--- src/rtl/pinmux_wb_regbus_bridge_if.sv ---
// Bus bundle between a Wishbone-classic master, the bridge and the pinmux reg-bus slave.
//   slave  : bridge view (WB signals in, reg-bus request out, reg-bus response in)
//   master : environment view (drives WB request and reg-bus response)
// Signal names keep the bridge-relative _i/_o suffixes of the WB side.
interface pinmux_wb_regbus_bridge_if #(
  parameter int unsigned AW = 6
);
  // Wishbone side
  logic          wbd_cyc_i;
  logic          wbd_stb_i;
  logic          wbd_we_i;
  logic [AW-1:0] wbd_adr_i;
  logic [31:0]   wbd_dat_i;
  logic [3:0]    wbd_sel_i;
  logic [31:0]   wbd_dat_o;
  logic          wbd_ack_o;
  logic          wbd_err_o;
  // Register-bus side
  logic          reg_cs;
  logic          reg_wr;
  logic [AW-3:0] reg_addr;
  logic [31:0]   reg_wdata;
  logic [3:0]    reg_be;
  logic [31:0]   reg_rdata;
  logic          reg_ack;

  modport slave (
    input  wbd_cyc_i, wbd_stb_i, wbd_we_i, wbd_adr_i, wbd_dat_i, wbd_sel_i,
    output wbd_dat_o, wbd_ack_o, wbd_err_o,
    output reg_cs, reg_wr, reg_addr, reg_wdata, reg_be,
    input  reg_rdata, reg_ack
  );

  modport master (
    output wbd_cyc_i, wbd_stb_i, wbd_we_i, wbd_adr_i, wbd_dat_i, wbd_sel_i,
    input  wbd_dat_o, wbd_ack_o, wbd_err_o,
    input  reg_cs, reg_wr, reg_addr, reg_wdata, reg_be,
    output reg_rdata, reg_ack
  );
endinterface

--- src/rtl/pinmux_wb_regbus_bridge.sv ---
// Wishbone-classic slave to pinmux reg-bus master.
// Each WB cycle becomes one reg_cs/reg_ack transaction; data or error is returned to WB.
// Out-of-range word indices are errored without touching the reg bus, and an ack timeout
// keeps a stuck or absent register slave from hanging the WB interconnect.
// Ports:
//   mclk    : single clock
//   h_reset : synchronous active-high reset
//   bus     : slave modport of pinmux_wb_regbus_bridge_if (WB slave + reg-bus master)
// All outputs are registered.
module pinmux_wb_regbus_bridge #(
  parameter int unsigned AW        = 6,
  parameter int unsigned NUM_REGS  = 12,
  parameter int unsigned TO_CYCLES = 255
) (
  input logic                           mclk,
  input logic                           h_reset,
  pinmux_wb_regbus_bridge_if.slave      bus
);

  localparam int unsigned IW    = AW - 2;
  localparam logic [7:0]  ToCnt = 8'(TO_CYCLES);

  typedef enum logic [1:0] {StIdle, StReq, StResp} state_e;

  state_e          state_q, state_d;
  logic [7:0]      cnt_q, cnt_d;
  logic            abort_q, abort_d;
  logic            reg_cs_q, reg_cs_d;
  logic            reg_wr_q, reg_wr_d;
  logic [IW-1:0]   reg_addr_q, reg_addr_d;
  logic [31:0]     reg_wdata_q, reg_wdata_d;
  logic [3:0]      reg_be_q, reg_be_d;
  logic            wb_ack_q, wb_ack_d;
  logic            wb_err_q, wb_err_d;
  logic [31:0]     wb_dat_q, wb_dat_d;

  logic            req_valid;
  logic [IW-1:0]   req_idx;
  logic            in_range;
  logic [7:0]      cnt_inc;
  logic            timeout;
  logic            abort_now;
  logic            unused_adr;

  assign req_valid  = bus.wbd_cyc_i & bus.wbd_stb_i;
  assign req_idx    = bus.wbd_adr_i[AW-1:2];
  assign in_range   = 32'(req_idx) < NUM_REGS;
  // Byte-lane address bits are not part of the word index.
  assign unused_adr = ^bus.wbd_adr_i[1:0];

  // Saturating count of completed REQ cycles; timeout fires on the edge that completes
  // the TO_CYCLES-th cycle without an ack.
  assign cnt_inc   = (cnt_q == 8'hFF) ? cnt_q : cnt_q + 8'd1;
  assign timeout   = (cnt_inc == ToCnt);
  // Master gave up the cycle at some point during REQ (including this edge).
  assign abort_now = abort_q | ~bus.wbd_cyc_i;

  // State register and all output flops.
  always_ff @(posedge mclk) begin
    if (h_reset) begin
      state_q     <= StIdle;
      cnt_q       <= 8'd0;
      abort_q     <= 1'b0;
      reg_cs_q    <= 1'b0;
      reg_wr_q    <= 1'b0;
      reg_addr_q  <= '0;
      reg_wdata_q <= 32'd0;
      reg_be_q    <= 4'd0;
      wb_ack_q    <= 1'b0;
      wb_err_q    <= 1'b0;
      wb_dat_q    <= 32'd0;
    end else begin
      state_q     <= state_d;
      cnt_q       <= cnt_d;
      abort_q     <= abort_d;
      reg_cs_q    <= reg_cs_d;
      reg_wr_q    <= reg_wr_d;
      reg_addr_q  <= reg_addr_d;
      reg_wdata_q <= reg_wdata_d;
      reg_be_q    <= reg_be_d;
      wb_ack_q    <= wb_ack_d;
      wb_err_q    <= wb_err_d;
      wb_dat_q    <= wb_dat_d;
    end
  end

  // Next-state logic.
  always_comb begin
    state_d = state_q;
    unique case (state_q)
      StIdle: begin
        if (req_valid) state_d = in_range ? StReq : StResp;
      end
      StReq: begin
        // An abandoned WB cycle skips RESP so no ack/err reaches the master.
        if (bus.reg_ack || timeout) state_d = abort_now ? StIdle : StResp;
      end
      StResp:  state_d = StIdle;
      default: state_d = StIdle;
    endcase
  end

  // Output / datapath next values.
  always_comb begin
    cnt_d       = cnt_q;
    abort_d     = abort_q;
    reg_cs_d    = reg_cs_q;
    reg_wr_d    = reg_wr_q;
    reg_addr_d  = reg_addr_q;
    reg_wdata_d = reg_wdata_q;
    reg_be_d    = reg_be_q;
    wb_ack_d    = 1'b0;
    wb_err_d    = 1'b0;
    wb_dat_d    = wb_dat_q;
    unique case (state_q)
      StIdle: begin
        if (req_valid) begin
          reg_wr_d    = bus.wbd_we_i;
          reg_addr_d  = req_idx;
          reg_wdata_d = bus.wbd_dat_i;
          reg_be_d    = bus.wbd_sel_i;
          cnt_d       = 8'd0;
          abort_d     = 1'b0;
          if (in_range) reg_cs_d = 1'b1;
          else          wb_err_d = 1'b1;
        end
      end
      StReq: begin
        cnt_d   = cnt_inc;
        abort_d = abort_now;
        // Ack has priority over a coincident timeout.
        if (bus.reg_ack) begin
          reg_cs_d = 1'b0;
          if (!abort_now) begin
            wb_ack_d = 1'b1;
            if (!reg_wr_q) wb_dat_d = bus.reg_rdata;
          end
        end else if (timeout) begin
          reg_cs_d = 1'b0;
          if (!abort_now) wb_err_d = 1'b1;
        end
      end
      StResp: begin
      end
      default: begin
        reg_cs_d = 1'b0;
      end
    endcase
  end

  assign bus.reg_cs    = reg_cs_q;
  assign bus.reg_wr    = reg_wr_q;
  assign bus.reg_addr  = reg_addr_q;
  assign bus.reg_wdata = reg_wdata_q;
  assign bus.reg_be    = reg_be_q;
  assign bus.wbd_ack_o = wb_ack_q;
  assign bus.wbd_err_o = wb_err_q;
  assign bus.wbd_dat_o = wb_dat_q;

endmodule

--- src/flat_wrapper.sv ---
// flat-port wrapper written by rule: the top's interface ports become plain ports
module pinmux_wb_regbus_bridge_flat 
#(
  parameter int unsigned AW        = 6,
  parameter int unsigned NUM_REGS  = 12,
  parameter int unsigned TO_CYCLES = 255
)
  (mclk, h_reset, bus_wbd_cyc_i, bus_wbd_stb_i, bus_wbd_we_i, bus_wbd_adr_i, bus_wbd_dat_i, bus_wbd_sel_i, bus_wbd_dat_o, bus_wbd_ack_o, bus_wbd_err_o, bus_reg_cs, bus_reg_wr, bus_reg_addr, bus_reg_wdata, bus_reg_be, bus_reg_rdata, bus_reg_ack);
  pinmux_wb_regbus_bridge_if #(.AW(AW)) bus_i ();
  input logic mclk;
  input logic h_reset;
  input wire logic [$bits(bus_i.wbd_cyc_i)-1:0] bus_wbd_cyc_i;
  input wire logic [$bits(bus_i.wbd_stb_i)-1:0] bus_wbd_stb_i;
  input wire logic [$bits(bus_i.wbd_we_i)-1:0] bus_wbd_we_i;
  input wire logic [$bits(bus_i.wbd_adr_i)-1:0] bus_wbd_adr_i;
  input wire logic [$bits(bus_i.wbd_dat_i)-1:0] bus_wbd_dat_i;
  input wire logic [$bits(bus_i.wbd_sel_i)-1:0] bus_wbd_sel_i;
  output wire logic [$bits(bus_i.wbd_dat_o)-1:0] bus_wbd_dat_o;
  output wire logic [$bits(bus_i.wbd_ack_o)-1:0] bus_wbd_ack_o;
  output wire logic [$bits(bus_i.wbd_err_o)-1:0] bus_wbd_err_o;
  output wire logic [$bits(bus_i.reg_cs)-1:0] bus_reg_cs;
  output wire logic [$bits(bus_i.reg_wr)-1:0] bus_reg_wr;
  output wire logic [$bits(bus_i.reg_addr)-1:0] bus_reg_addr;
  output wire logic [$bits(bus_i.reg_wdata)-1:0] bus_reg_wdata;
  output wire logic [$bits(bus_i.reg_be)-1:0] bus_reg_be;
  input wire logic [$bits(bus_i.reg_rdata)-1:0] bus_reg_rdata;
  input wire logic [$bits(bus_i.reg_ack)-1:0] bus_reg_ack;
  assign bus_i.wbd_cyc_i = bus_wbd_cyc_i;
  assign bus_i.wbd_stb_i = bus_wbd_stb_i;
  assign bus_i.wbd_we_i = bus_wbd_we_i;
  assign bus_i.wbd_adr_i = bus_wbd_adr_i;
  assign bus_i.wbd_dat_i = bus_wbd_dat_i;
  assign bus_i.wbd_sel_i = bus_wbd_sel_i;
  assign bus_wbd_dat_o = bus_i.wbd_dat_o;
  assign bus_wbd_ack_o = bus_i.wbd_ack_o;
  assign bus_wbd_err_o = bus_i.wbd_err_o;
  assign bus_reg_cs = bus_i.reg_cs;
  assign bus_reg_wr = bus_i.reg_wr;
  assign bus_reg_addr = bus_i.reg_addr;
  assign bus_reg_wdata = bus_i.reg_wdata;
  assign bus_reg_be = bus_i.reg_be;
  assign bus_i.reg_rdata = bus_reg_rdata;
  assign bus_i.reg_ack = bus_reg_ack;
  pinmux_wb_regbus_bridge #(.AW(AW), .NUM_REGS(NUM_REGS), .TO_CYCLES(TO_CYCLES)) u_core (.mclk(mclk), .h_reset(h_reset), .bus(bus_i));
endmodule
--- config.mk ---
export PLATFORM = sky130hd
export DESIGN_NAME = pinmux_wb_regbus_bridge_flat
export DESIGN_NICKNAME = d
export VERILOG_FILES = /design/src/rtl/pinmux_wb_regbus_bridge_if.sv /design/src/rtl/pinmux_wb_regbus_bridge.sv /design/src/flat_wrapper.sv
export SDC_FILE = /design/constraint.sdc
export NUM_CORES = 1
export LEC_CHECK = 0
export BUFFER_PORTS_ARGS = -buffer_cell sky130_fd_sc_hd__buf_4
export CAP_MARGIN = 0
export CELL_PAD_IN_SITES_DETAIL_PLACEMENT = 0
export CELL_PAD_IN_SITES_GLOBAL_PLACEMENT = 2
export CORE_MARGIN = 2
export CORE_UTILIZATION = 26
export CTS_CLUSTER_SIZE = 12
export DETAILED_ROUTE_END_ITERATION = 6
export MAX_ROUTING_LAYER = met4
export PLACE_DENSITY_LB_ADDON = 0.1
export SETUP_SLACK_MARGIN = 0.02
export SLEW_MARGIN = 20
export SYNTH_ARGS = -nofsm -noshare
export SYNTH_HDL_FRONTEND = slang
export SYNTH_SLANG_ARGS = --single-unit
--- constraint.sdc ---
create_clock -name mclk -period 4.6 [get_ports mclk]
set_input_delay 0.92 -clock mclk [delete_from_list [all_inputs] [get_ports mclk]]
set_output_delay 0.92 -clock mclk [all_outputs]
set_load 0.02 [all_outputs]
==> impl_metrics.csv <==
group,metric,value,unit
clock_network,cts_setup_buffers,0,
place,dpl_cell_area,4550,sq um
setup_path,arrival,2.65,ns
yosys,synth_edf_count,0,
clock_network,numCtsBuffers,9,
clock_network,cts_resized,0,
sta,rsz0062_at_grt,"no",
finish,syn_to_final_growth,47.3,%
floorplanning,die_area,13500,sq um
worst_hold_path,hold_path_class,"register to register",
finish,final_common_cell,"buf_4",
clock_network,clockRootBuffer,"clkbuf_16",
setup_path,worstPathRequired,4.87,ns
yosys,synth_top_area_share,53.3,%
floorplanning,std_cell_rows,40,
sta,period_needed,2.38,ns
sta,relSlewSlack,30.6,%
power_and_ir_drop,p_per_area,343,nW/um^2
power_and_ir_drop,p_clk_share,40.7,%
yosys,avgSynthCellArea,7.79,sq um
power_and_ir_drop,ir_drop,143,uV
power_and_ir_drop,swShare,24.8,%
floorplanning,die_h,116,um
setup_path,cpPeakStageDelay,0.92,ns
place,hpwl,6380,um
sta,finalClockSkew,0.00526,ns
yosys,syn-cell-area,3270,sq um
setup_path,critical_path_class,"primary input to register",
yosys,synth_warnings,0,
sta,fin_crit_sh,51.7,%
place,io_buffers,153,
clock_network,cts_hold_buf,0,
setup_path,cp_max_fo,28,
flow_run,drv_cap,0,
setup_path,end_kind,"register",
setup_path,ff2ff_path_depth,5,
floorplanning,core,12200,sq um
power_and_ir_drop,p_leak,1.96,nW
sta,tightest_slew,1.04,ns
routing,vias_per_cell,4.41,
setup_path,cp-start-kind,"primary input",
routing,wl,9580,um
sta,hold_ws,0.452,ns
clock_network,clock_path_buffers,2,
setup_path,cp_cell_sequence,"buf_4 -> nor4bb_4 -> buf_4 -> nand2_1 -> a21oi_1",
worst_hold_path,min-delay-start,"u_core.bus.reg_wdata[25]",
routing,drt-wirelength-per-cell,13.1,um
floorplanning,ios,156,
global_routing,antenna_found_initial,0,
setup_path,critPathBufInv,2,
routing,route.detailed.drc,0,
global_routing,grt_pass1_vias,2946,
setup_path,r2r-end,"u_core.bus.wbd_dat_o[28]",
yosys,synth_fp_nets,501,
yosys,yosys.area.top_type,"dfxtp_1",
routing,drtIter0Drc,189,
finish,nets,639,
floorplanning,die_w,116,um
yosys,syn_inst,420,
finish,antenna_cells,0,
clock_network,path_clk_slew,0.06,ns
status,run_status,"complete, no violations",
worst_hold_path,min_path_cells,2,
sta,maxSlewViolCount,0,
sta,clock.fmax,420,MHz
global_routing,grt_usage,14.5,%
yosys,synthFlopType,"dfxtp_1",
yosys,synth.area.top_cells,"dfxtp_1 (53%), nand2_1 (17%), a21oi_1 (12%), clkbuf_1 (2.1%), o21ai_0 (1.5%)",
yosys,ys_types,35,
yosys,ys_seq_area_share,53.3,%
place,gp_congestion,0.788,
power_and_ir_drop,combPwrFrac,11.5,%
setup_path,r2r-start,"u_core.state_q[0]",
setup_path,crit_top_cell,"buf_4",
routing,first_pass_iters,4,
clock_network,htreeDepth,3,
power_and_ir_drop,p_int,1.24,mW
worst_hold_path,min_to,"u_core.bus.reg_wdata[25]",
global_routing,grt.overflow.total,0,
global_routing,grt_max_degree,87,
yosys,ys_ff_latch,87,
clock_network,worstSkewPairLatency,0.34,ns
setup_path,crit_family,"simple AND/OR/NAND/NOR gates",
sta,setup-violations-final,0,
routing,num_vias,3222,
power_and_ir_drop,p_sw,410,uW
finish,final_cell_mix,"buf_4 (157), nand2_1 (152), dfxtp_1 (87)",
power_and_ir_drop,seqPwrFrac,47.8,%
yosys,synth-async-reset-ratio,0,%
clock_network,tritoncts,"built",
floorplanning,initial_utilization,26.9,%
sta,setup_tns,0,ns
sta,hold_viol,0,
routing,ant_nets,0,
setup_path,cp_slowest_cell,"nor4bb_4",
global_routing,grt_pass1_wl,14700,um
clock_network,clkSinkCount,87,
finish,fin_area,4820,sq um
finish,drive_above_1_share,31.0,%
setup_path,rrSetupSlack,2.24,ns
[power by group through the flow]
stage | Sequential [mW] | Clock [mW] | Combinational (mW)
final | 0.791 | 0.673 | 0.190
after global routing | 0.794 | 0.735 | 0.208
after CTS | 0.792 | 0.702 | 0.194
after detailed placement | 0.809 | 0 | 0.194
after global placement | 0.808 | 0 | 0.193
after floorplan | 0.833 | 0 | 0.0618
[stage by stage]
stage | power, mW | std cells | setup WS [ns] | utilization, %
2_1_floorplan | 0.895 | 420 | 2.73 | -
3_3_place_gp | 1.00 | 715 | 1.81 | 37.4
3_5_place_dp | 1.00 | 715 | 1.79 | 37.4
4_1_cts | 1.69 | 730 | 2.16 | 39.6
5_1_grt | 1.74 | 730 | 1.89 | 39.6
6_report | 1.65 | 730 | 2.22 | 39.6
[worst max-delay path by stage]
stage / startpoint / to / slack (ns) / cells after the start
2_1_floorplan: bus_wbd_cyc_i / u_core.bus.reg_addr[0] / 2.73 / 5
3_3_place_gp: bus_wbd_cyc_i / u_core.cnt_q[5] / 1.81 / 5
3_5_place_dp: bus_wbd_cyc_i / u_core.bus.reg_wdata[17] / 1.79 / 5
4_1_cts: u_core.state_q[0] / u_core.bus.wbd_dat_o[28] / 2.16 / 5
5_1_grt: u_core.state_q[0] / u_core.bus.wbd_dat_o[31] / 1.89 / 5
6_report: bus_wbd_cyc_i / u_core.bus.reg_wdata[7] / 2.22 / 5
[worst min-delay path, cell delays in order (launching register included)]
cell and delay (ns):
dfxtp_1 0.31, nand2_1 0.05, a21oi_1 0.05
[state kept, by name (all words and copies together), names as in the netlist]
register / count
u_core.bus.reg_wdata: 32
u_core.bus.wbd_ack_o: 1
u_core.bus.wbd_err_o: 1
u_core.bus.reg_wr: 1
u_core.cnt_q: 8
u_core.bus.reg_be: 4
u_core.bus.wbd_dat_o: 32
u_core.state_q: 2
u_core.bus.reg_addr: 4
u_core.abort_q: 1
u_core.bus.reg_cs: 1
[area by class of cell]
type | count | area (sq um)
repair buffers | 157 | 1180
clock inverters | 3 | 20.0
inverters | 2 | 7.51
well taps | 168 | 210
flip-flops and latches | 87 | 1740
clock buffers | 12 | 246
multi-input cells | 301 | 1410
fillers | 1326 | 7340
[cell usage after synthesis, types with 2 or more instances]
library cell,instances
nand2_1,152
nor2b_1,3
and3_1,2
buf_2,8
mux2i_1,2
nand2b_1,2
nor2_1,12
a21oi_1,81
buf_1,4
nor3_1,4
or3_1,3
o21ai_0,10
dfxtp_1,87
a31oi_1,3
clkbuf_1,18
nor4_1,2
inv_1,2
nand3_1,8
[layer usage]
layer  GRT usage [%]  vias to the layer above  share of wire (%)
met5               -                        -                  0
met4            6.67                        0                1.8
met3            4.15                       13                6.8
met2            21.7                      104                 45
met1            18.2                     1436                 47
li1                -                     1669                  -
[kinds of logic (layout without fill, tap and decap cells)]
group / Yosys count / count (layout) / synth area share, %
and+or+nand+nor: 194 / 194 / 24.6
AOI/OAI and AO/OA: 103 / 103 / 16.9
xor gates and xnor gates: 1 / 1 / 0.268
buffers and inverters: 32 / 174 / 3.98
adders and majority gates: 1 / 1 / 0.382
DFF: 87 / 87 / 53.3
muxes: 2 / 2 / 0.612
Note: power is estimated with default switching activity, not from simulation.
